File: config.mk
export PLATFORM = sky130hd
export DESIGN_NAME = ddr_avmm_arbiter
export DESIGN_NICKNAME = d
export VERILOG_FILES = /design/src/rtl/mu_arb_pkg.sv /design/src/rtl/ddr_outstanding_ctr.sv /design/src/rtl/ddr_avmm_arbiter.sv
export SDC_FILE = /design/constraint.sdc
export NUM_CORES = 1
export LEC_CHECK = 0
export CAP_MARGIN = 5
export CORE_MARGIN = 8
export CORE_UTILIZATION = 35
export DETAILED_ROUTE_END_ITERATION = 6
export GPL_TIMING_DRIVEN = 1
export HOLD_SLACK_MARGIN = 0.08
export PLACE_DENSITY = 0.89
export SLEW_MARGIN = 20
export SYNTH_ARGS = -nofsm -noshare
export SYNTH_HDL_FRONTEND = slang
export SYNTH_HIERARCHICAL = 1
export SYNTH_SLANG_ARGS = --single-unit
File: constraint.sdc
create_clock -name clk_i -period 6.7 [get_ports clk_i]
set_input_delay 2.01 -clock clk_i [delete_from_list [all_inputs] [get_ports clk_i]]
set_output_delay 2.01 -clock clk_i [all_outputs]
set_load 0.1 [all_outputs]
File: src/rtl/mu_arb_pkg.sv
// mu_arb_pkg: shared types and defaults for the DDR Avalon-MM arbiter.
//   arb_state_e      - arbiter FSM states (IDLE, BUSY, DRAIN)
//   DEF_*            - default parameter values for the arbiter
//   pick_grant()     - two-requester grant choice with alternation
package mu_arb_pkg;

    typedef enum logic [1:0] {
        ST_IDLE  = 2'd0,
        ST_BUSY  = 2'd1,
        ST_DRAIN = 2'd2
    } arb_state_e;

    localparam int unsigned DEF_ADDR_W          = 33;
    localparam int unsigned DEF_DATA_W          = 8;
    localparam int unsigned DEF_MAX_OUTSTANDING = 8;
    localparam int unsigned DEF_BURST_MAX       = 16;

    // When both ask, the one that did not hold the last grant wins;
    // otherwise the sole requester wins.
    function automatic logic pick_grant(input logic req0, input logic req1,
                                        input logic last_grant);
        logic g;
        if (req0 && req1) begin
            g = ~last_grant;
        end else if (req1) begin
            g = 1'b1;
        end else begin
            g = 1'b0;
        end
        return g;
    endfunction

endpackage

File: src/rtl/ddr_outstanding_ctr.sv
// ddr_outstanding_ctr: counts DDR reads accepted but not yet returned.
//   clk_i, rst_n_i  - clock, asynchronous active-low reset
//   inc_i           - a read was accepted this cycle
//   valid_i         - raw DDR readdatavalid
//   full_o          - count == MAX_OUTSTANDING
//   empty_o         - count == 0
//   next_zero_o     - count will be 0 after this edge
//   take_o          - valid_i is legitimate (count was non-zero)
//   drop_o          - valid_i arrived with nothing outstanding
module ddr_outstanding_ctr #(
    parameter int unsigned MAX_OUTSTANDING = 8
) (
    input  logic clk_i,
    input  logic rst_n_i,
    input  logic inc_i,
    input  logic valid_i,
    output logic full_o,
    output logic empty_o,
    output logic next_zero_o,
    output logic take_o,
    output logic drop_o
);
    localparam int unsigned CNT_W = $clog2(MAX_OUTSTANDING + 1);

    logic [CNT_W-1:0] count_q;
    logic [CNT_W-1:0] count_d;
    logic             inc_s;

    assign empty_o     = (count_q == {CNT_W{1'b0}});
    assign full_o      = (count_q == CNT_W'(MAX_OUTSTANDING));
    assign take_o      = valid_i & ~empty_o;
    assign drop_o      = valid_i & empty_o;
    // A full counter cannot take another read; the arbiter already blocks it.
    assign inc_s       = inc_i & ~full_o;
    assign next_zero_o = (count_d == {CNT_W{1'b0}});

    // Next count: simultaneous increment and decrement cancel.
    always_comb begin
        count_d = count_q;
        if (inc_s && !take_o) begin
            count_d = count_q + CNT_W'(1'b1);
        end else if (take_o && !inc_s) begin
            count_d = count_q - CNT_W'(1'b1);
        end else begin
            count_d = count_q;
        end
    end

    // Count register.
    always_ff @(posedge clk_i or negedge rst_n_i) begin
        if (!rst_n_i) begin
            count_q <= {CNT_W{1'b0}};
        end else begin
            count_q <= count_d;
        end
    end

endmodule

File: src/rtl/ddr_avmm_arbiter.sv
// ddr_avmm_arbiter: shares one DDR Avalon-MM host port between the matrix
// unit (r0) and the host loader (r1).
//   clk_i, rst_n_i         - clock, asynchronous active-low reset
//   rN_*_i / rN_*_o        - requester N command in, response out
//   avmm_h_ddr_*_o / _i    - shared DDR command out, response in
//   err_o                  - sticky: readdatavalid with nothing outstanding
// Ownership only changes through IDLE, and IDLE is only entered with no
// reads outstanding, so returning data always belongs to the current owner.
module ddr_avmm_arbiter
    import mu_arb_pkg::*;
#(
    parameter int unsigned ADDR_W          = DEF_ADDR_W,
    parameter int unsigned DATA_W          = DEF_DATA_W,
    parameter int unsigned MAX_OUTSTANDING = DEF_MAX_OUTSTANDING,
    parameter int unsigned BURST_MAX       = DEF_BURST_MAX
) (
    input  logic              clk_i,
    input  logic              rst_n_i,
    input  logic [ADDR_W-1:0] r0_address_i,
    input  logic [DATA_W-1:0] r0_writedata_i,
    input  logic              r0_read_i,
    input  logic              r0_write_i,
    input  logic [ADDR_W-1:0] r1_address_i,
    input  logic [DATA_W-1:0] r1_writedata_i,
    input  logic              r1_read_i,
    input  logic              r1_write_i,
    output logic              r0_waitreq_o,
    output logic [DATA_W-1:0] r0_readdata_o,
    output logic              r0_readdatavalid_o,
    output logic              r1_waitreq_o,
    output logic [DATA_W-1:0] r1_readdata_o,
    output logic              r1_readdatavalid_o,
    output logic [ADDR_W-1:0] avmm_h_ddr_address_o,
    output logic [DATA_W-1:0] avmm_h_ddr_writedata_o,
    output logic              avmm_h_ddr_read_o,
    output logic              avmm_h_ddr_write_o,
    input  logic [DATA_W-1:0] avmm_h_ddr_readdata_i,
    input  logic              avmm_h_ddr_readdatavalid_i,
    input  logic              avmm_h_ddr_waitreq_i,
    output logic              err_o
);
    localparam int unsigned BURST_W = $clog2(BURST_MAX + 1);

    arb_state_e         state_q, state_d;
    logic               owner_q, owner_d;
    logic               last_grant_q, last_grant_d;
    logic               err_q, err_d;
    logic [BURST_W-1:0] burst_q, burst_d, burst_next_s;

    logic               req0_s, req1_s, other_req_s;
    logic               own_rd_s, own_wr_s, own_req_s, own_waitreq_s;
    logic [ADDR_W-1:0]  own_addr_s;
    logic [DATA_W-1:0]  own_wdata_s;
    logic               busy_s, accept_s, rd_accept_s, burst_done_s;
    logic               full_s, empty_s, next_zero_s, take_s, drop_s;

    assign req0_s      = r0_read_i | r0_write_i;
    assign req1_s      = r1_read_i | r1_write_i;
    assign busy_s      = (state_q == ST_BUSY);
    assign other_req_s = owner_q ? req0_s : req1_s;

    // Select the owner's command fields.
    always_comb begin
        if (owner_q) begin
            own_addr_s  = r1_address_i;
            own_wdata_s = r1_writedata_i;
            own_rd_s    = r1_read_i;
            own_wr_s    = r1_write_i;
        end else begin
            own_addr_s  = r0_address_i;
            own_wdata_s = r0_writedata_i;
            own_rd_s    = r0_read_i;
            own_wr_s    = r0_write_i;
        end
    end

    assign own_req_s     = own_rd_s | own_wr_s;
    assign own_waitreq_s = avmm_h_ddr_waitreq_i | (own_rd_s & full_s);
    assign accept_s      = busy_s & own_req_s & ~own_waitreq_s;
    assign rd_accept_s   = accept_s & own_rd_s;

    // Accepted commands this grant, saturating at BURST_MAX.
    assign burst_next_s = (accept_s && (burst_q != BURST_W'(BURST_MAX)))
                          ? (burst_q + BURST_W'(1'b1)) : burst_q;
    assign burst_done_s = (burst_next_s == BURST_W'(BURST_MAX));

    ddr_outstanding_ctr #(
        .MAX_OUTSTANDING (MAX_OUTSTANDING)
    ) u_ctr (
        .clk_i       (clk_i),
        .rst_n_i     (rst_n_i),
        .inc_i       (rd_accept_s),
        .valid_i     (avmm_h_ddr_readdatavalid_i),
        .full_o      (full_s),
        .empty_o     (empty_s),
        .next_zero_o (next_zero_s),
        .take_o      (take_s),
        .drop_o      (drop_s)
    );

    // DDR command forwarding and per-requester waitrequest.
    always_comb begin
        avmm_h_ddr_address_o   = {ADDR_W{1'b0}};
        avmm_h_ddr_writedata_o = {DATA_W{1'b0}};
        avmm_h_ddr_read_o      = 1'b0;
        avmm_h_ddr_write_o     = 1'b0;
        r0_waitreq_o           = 1'b1;
        r1_waitreq_o           = 1'b1;
        if (busy_s) begin
            avmm_h_ddr_address_o   = own_addr_s;
            avmm_h_ddr_writedata_o = own_wdata_s;
            avmm_h_ddr_read_o      = own_rd_s & ~full_s;
            avmm_h_ddr_write_o     = own_wr_s;
            if (owner_q) begin
                r1_waitreq_o = own_waitreq_s;
            end else begin
                r0_waitreq_o = own_waitreq_s;
            end
        end else begin
            r0_waitreq_o = 1'b1;
            r1_waitreq_o = 1'b1;
        end
    end

    // Read response routing; unexpected valids never reach a requester.
    assign r0_readdatavalid_o = take_s & ~owner_q;
    assign r1_readdatavalid_o = take_s & owner_q;
    assign r0_readdata_o      = owner_q ? {DATA_W{1'b0}} : avmm_h_ddr_readdata_i;
    assign r1_readdata_o      = owner_q ? avmm_h_ddr_readdata_i : {DATA_W{1'b0}};

    assign err_d = err_q | drop_s;
    assign err_o = err_q;

    // Arbiter next-state, grant and burst bookkeeping.
    always_comb begin
        state_d      = state_q;
        owner_d      = owner_q;
        last_grant_d = last_grant_q;
        burst_d      = burst_q;
        case (state_q)
            ST_IDLE: begin
                if (req0_s || req1_s) begin
                    owner_d      = pick_grant(req0_s, req1_s, last_grant_q);
                    last_grant_d = owner_d;
                    burst_d      = {BURST_W{1'b0}};
                    state_d      = ST_BUSY;
                end else begin
                    state_d = ST_IDLE;
                end
            end
            ST_BUSY: begin
                burst_d = burst_next_s;
                if (!own_req_s) begin
                    state_d = empty_s ? ST_IDLE : ST_DRAIN;
                end else if (burst_done_s && other_req_s) begin
                    state_d = next_zero_s ? ST_IDLE : ST_DRAIN;
                end else begin
                    state_d = ST_BUSY;
                end
            end
            ST_DRAIN: begin
                state_d = next_zero_s ? ST_IDLE : ST_DRAIN;
            end
            default: begin
                state_d = ST_IDLE;
            end
        endcase
    end

    // State, ownership, burst and error registers.
    always_ff @(posedge clk_i or negedge rst_n_i) begin
        if (!rst_n_i) begin
            state_q      <= ST_IDLE;
            owner_q      <= 1'b0;
            last_grant_q <= 1'b1;
            burst_q      <= {BURST_W{1'b0}};
            err_q        <= 1'b0;
        end else begin
            state_q      <= state_d;
            owner_q      <= owner_d;
            last_grant_q <= last_grant_d;
            burst_q      <= burst_d;
            err_q        <= err_d;
        end
    end

endmodule

==> impl_metrics.env <==
export IMPL_crit_path_start_kind="input port"
export IMPL_via_per_inst=4.902
export IMPL_cts_setup_buffers=0
export IMPL_die_h_um=89.03
export IMPL_antenna_found_initial=0
export IMPL_antenna_cells=0
export IMPL_grt_pass1_wl_mm=11.41
export IMPL_critPathLaunch="avmm_h_ddr_readdatavalid_i"
export IMPL_io_pins=162
export IMPL_worst_r2r_setup_slack_ps=3470
export IMPL_crit_fanout=14
export IMPL_drtIter0Drc=112
export IMPL_worst_pin_slew_ps=961.8
export IMPL_dpl_hpwl_mm=6.955
export IMPL_synth_edf_count=0
export IMPL_clock_sinks=14
export IMPL_core_rowCount=26
export IMPL_clk_path_buf_depth=2
export IMPL_cp_depth=4
export IMPL_gp_congestion=0.8412
export IMPL_crit_family="buffers and inverters"
export IMPL_clk_pin_slew_ps=50
export IMPL_syn_nets=340
export IMPL_clkLatencyLatePin_ps=240
export IMPL_initial_core_util_pct=36.32
export IMPL_synth_warnings=6
export IMPL_grt_setup_unrepaired="false"
export IMPL_syn_cell_area_mm2=0.001867
export IMPL_r2r_start="owner_q"
export IMPL_drt_pass1_iter_count=4
export IMPL_cts_resized=0
export IMPL_htree_levels=1
export IMPL_period_minus_slack_ps=5495
export IMPL_drc=0
export IMPL_critPathCapture="r0_readdatavalid_o"
export IMPL_port_buffers=161
export IMPL_crit_type="in -> out"
export IMPL_final_setup_skew_ps=2.538
export IMPL_status="completed"
export IMPL_grt_max_degree=48
export IMPL_gr_total_overflow=0
export IMPL_area_growth_pct=82.57
export IMPL_r2r_end="state_q[1]"
export IMPL_avgSynthCellArea_um2=7.844
export IMPL_wl_per_cell_um=17.75
export IMPL_vias=2255
export IMPL_coreArea_mm2=0.005140
export IMPL_grt_pass1_vias=2177
export IMPL_cts_buffers_inserted=3
export IMPL_syn_instance_count=238
export IMPL_fmax_mhz=182.0
export IMPL_cap_violations=0
export IMPL_min_period_over_period_pct=82.02
export IMPL_cts_tree="built"
export IMPL_slowest_delay_ps=770
export IMPL_routed_wirelength_mm=8.167
export IMPL_reg2reg_depth=10
export IMPL_ys_types=49
export IMPL_final_nets=493
export IMPL_ys_ff_latch=14
export IMPL_yosysSeqAreaShare_pct=18.83
export IMPL_hold_path_class="reg -> reg"
export IMPL_die_w_um=89.03
export IMPL_cp_slowest_cell="clkdlybuf4s50_1"
export IMPL_crit_chain="clkdlybuf4s50_1 -> o21a_1 -> nor2b_1 -> buf_4"
export IMPL_ant_nets=0
export IMPL_final_max_slew_viol_count=0
export IMPL_cts_root_buf="clkbuf_8"
export IMPL_finalSetupTns_ps=0
export IMPL_max_slew_margin_pct=35.68
export IMPL_hold_violations=0
export IMPL_arrival_ps=3490
export IMPL_worst_setup_path_end_kind="output pin"
export IMPL_setup_violations_final=0
export IMPL_die_area_mm2=0.007926
export IMPL_synth_main_ff_cell="dfrtp_1"
export IMPL_grt_usage_pct=18.45
export IMPL_drive_gt1_share_pct=22.31
export IMPL_async_reset_ff_share_pct=100.0
export IMPL_worst_path_buf_inv=2
export IMPL_ctsHoldBuffers=0
export IMPL_required_ps=4690
logic make-up (layout without fill, tap and decap cells):
| logic type | count (synthesis) | in the layout | share of synthesized area, % |
|---|---|---|---|
| fa+ha+maj | 4 | 4 | 2.681 |
| flops | 14 | 14 | 18.83 |
| compound gates | 29 | 29 | 12.94 |
| xor+xnor | 3 | 3 | 1.408 |
| buf+inv | 25 | 177 | 5.629 |
| simple gates | 113 | 113 | 30.96 |
| mux | 50 | 50 | 27.55 |
synthesized netlist by cell type (4+ instances only):
master	number	area share, %
clkbuf_1	8	1.6
ha_1	4	2.7
mux2i_1	48	26
nor3_1	5	1.3
nand3_1	4	1.1
buf_1	4	0.80
nor2_1	54	11
dfrtp_1	13	17
and2_1	12	4.0
o21ai_0	4	1.1
a21oi_1	5	1.3
nand2_1	9	1.8
inv_1	9	1.8
nor2b_1	10	3.4
nand3b_1	5	2.0
layer usage:
layer  vias to the layer above  global-route usage, %  share of wire [%]
met3                        10                  4.963                9.7
met5                         -                      0                  0
met4                         0                  5.740                2.0
met2                        80                  33.42                 53
li1                       1129                      -                  -
met1                      1036                  20.32                 35
worst register-to-register path, cell delays in order, from the launching register on:
cell	delay, ps
dfrtp_2	980
mux2i_4	460
nor4_1	80
buf_4	200
mux2i_1	150
o32ai_1	90
or3_4	360
nor4_2	370
nor2_1	80
a32oi_1	230
o41ai_2	120
how the worst min path moves through the flow:
stage	startpoint	to	slack (ps)	depth (start not counted)
after floorplan	burst_q[4]	burst_q[4]	490	1
after global placement	err_o	err_o	460	1
after detailed placement	err_o	err_o	450	1
after CTS	err_o	err_o	480	1
after global routing	err_o	err_o	490	1
final	err_o	err_o	480	1
cell usage in the layout (no fill, tap or decap), types with 2 or more instances in the layout:
cell and instances:
nor2b_1 10, a21oi_1 5, ha_1 4, nand3b_1 5, mux2i_1 48, clkbuf_8 3
clkdlybuf4s50_1 98, o21ai_0 4, dfrtp_1 12, inv_1 9, nor3_1 5, and2_1 12
o211ai_1 3, nand3_1 4, nor2_1 54, or2_2 2, nand2_1 9, buf_4 66
xnor2_1 2, nand2b_1 2, a22o_1 3
per-stage QoR:
step | area, µm² | hold slack (ps) | setup slack [ps] | cells | utilization, %
after detailed placement | 3363 | 450.8 | 1217 | 456 | 65.43
after global placement | 3363 | 460.5 | 1254 | 456 | 65.43
final | 3408 | 475.4 | 1205 | 460 | 66.31
after CTS | 3408 | 478.0 | 1211 | 460 | 66.31
after global routing | 3408 | 486.6 | 1149 | 460 | 66.31
after floorplan | 1867 | 490.0 | 565.3 | 238 | -
layout make-up:
type | instances | area, µm²
clock buffers | 4 | 45.04
fillers | 446 | 1732
inverters | 9 | 33.78
multi-input cells | 199 | 1413
flip-flops and latches | 14 | 352.8
well taps | 70 | 87.58
repair buffers | 164 | 1476
state kept, by name (all words and copies together), names as in the netlist:
| signal | flops |
|---|---|
| last_grant_q | 1 |
| owner_q | 1 |
| err_o | 1 |
| state_q | 2 |
| burst_q | 5 |
| u_ctr/count_q | 4 |
Power is not shown: default switching activity piles up to over one toggle a cycle in this logic, so the estimate is an artifact.
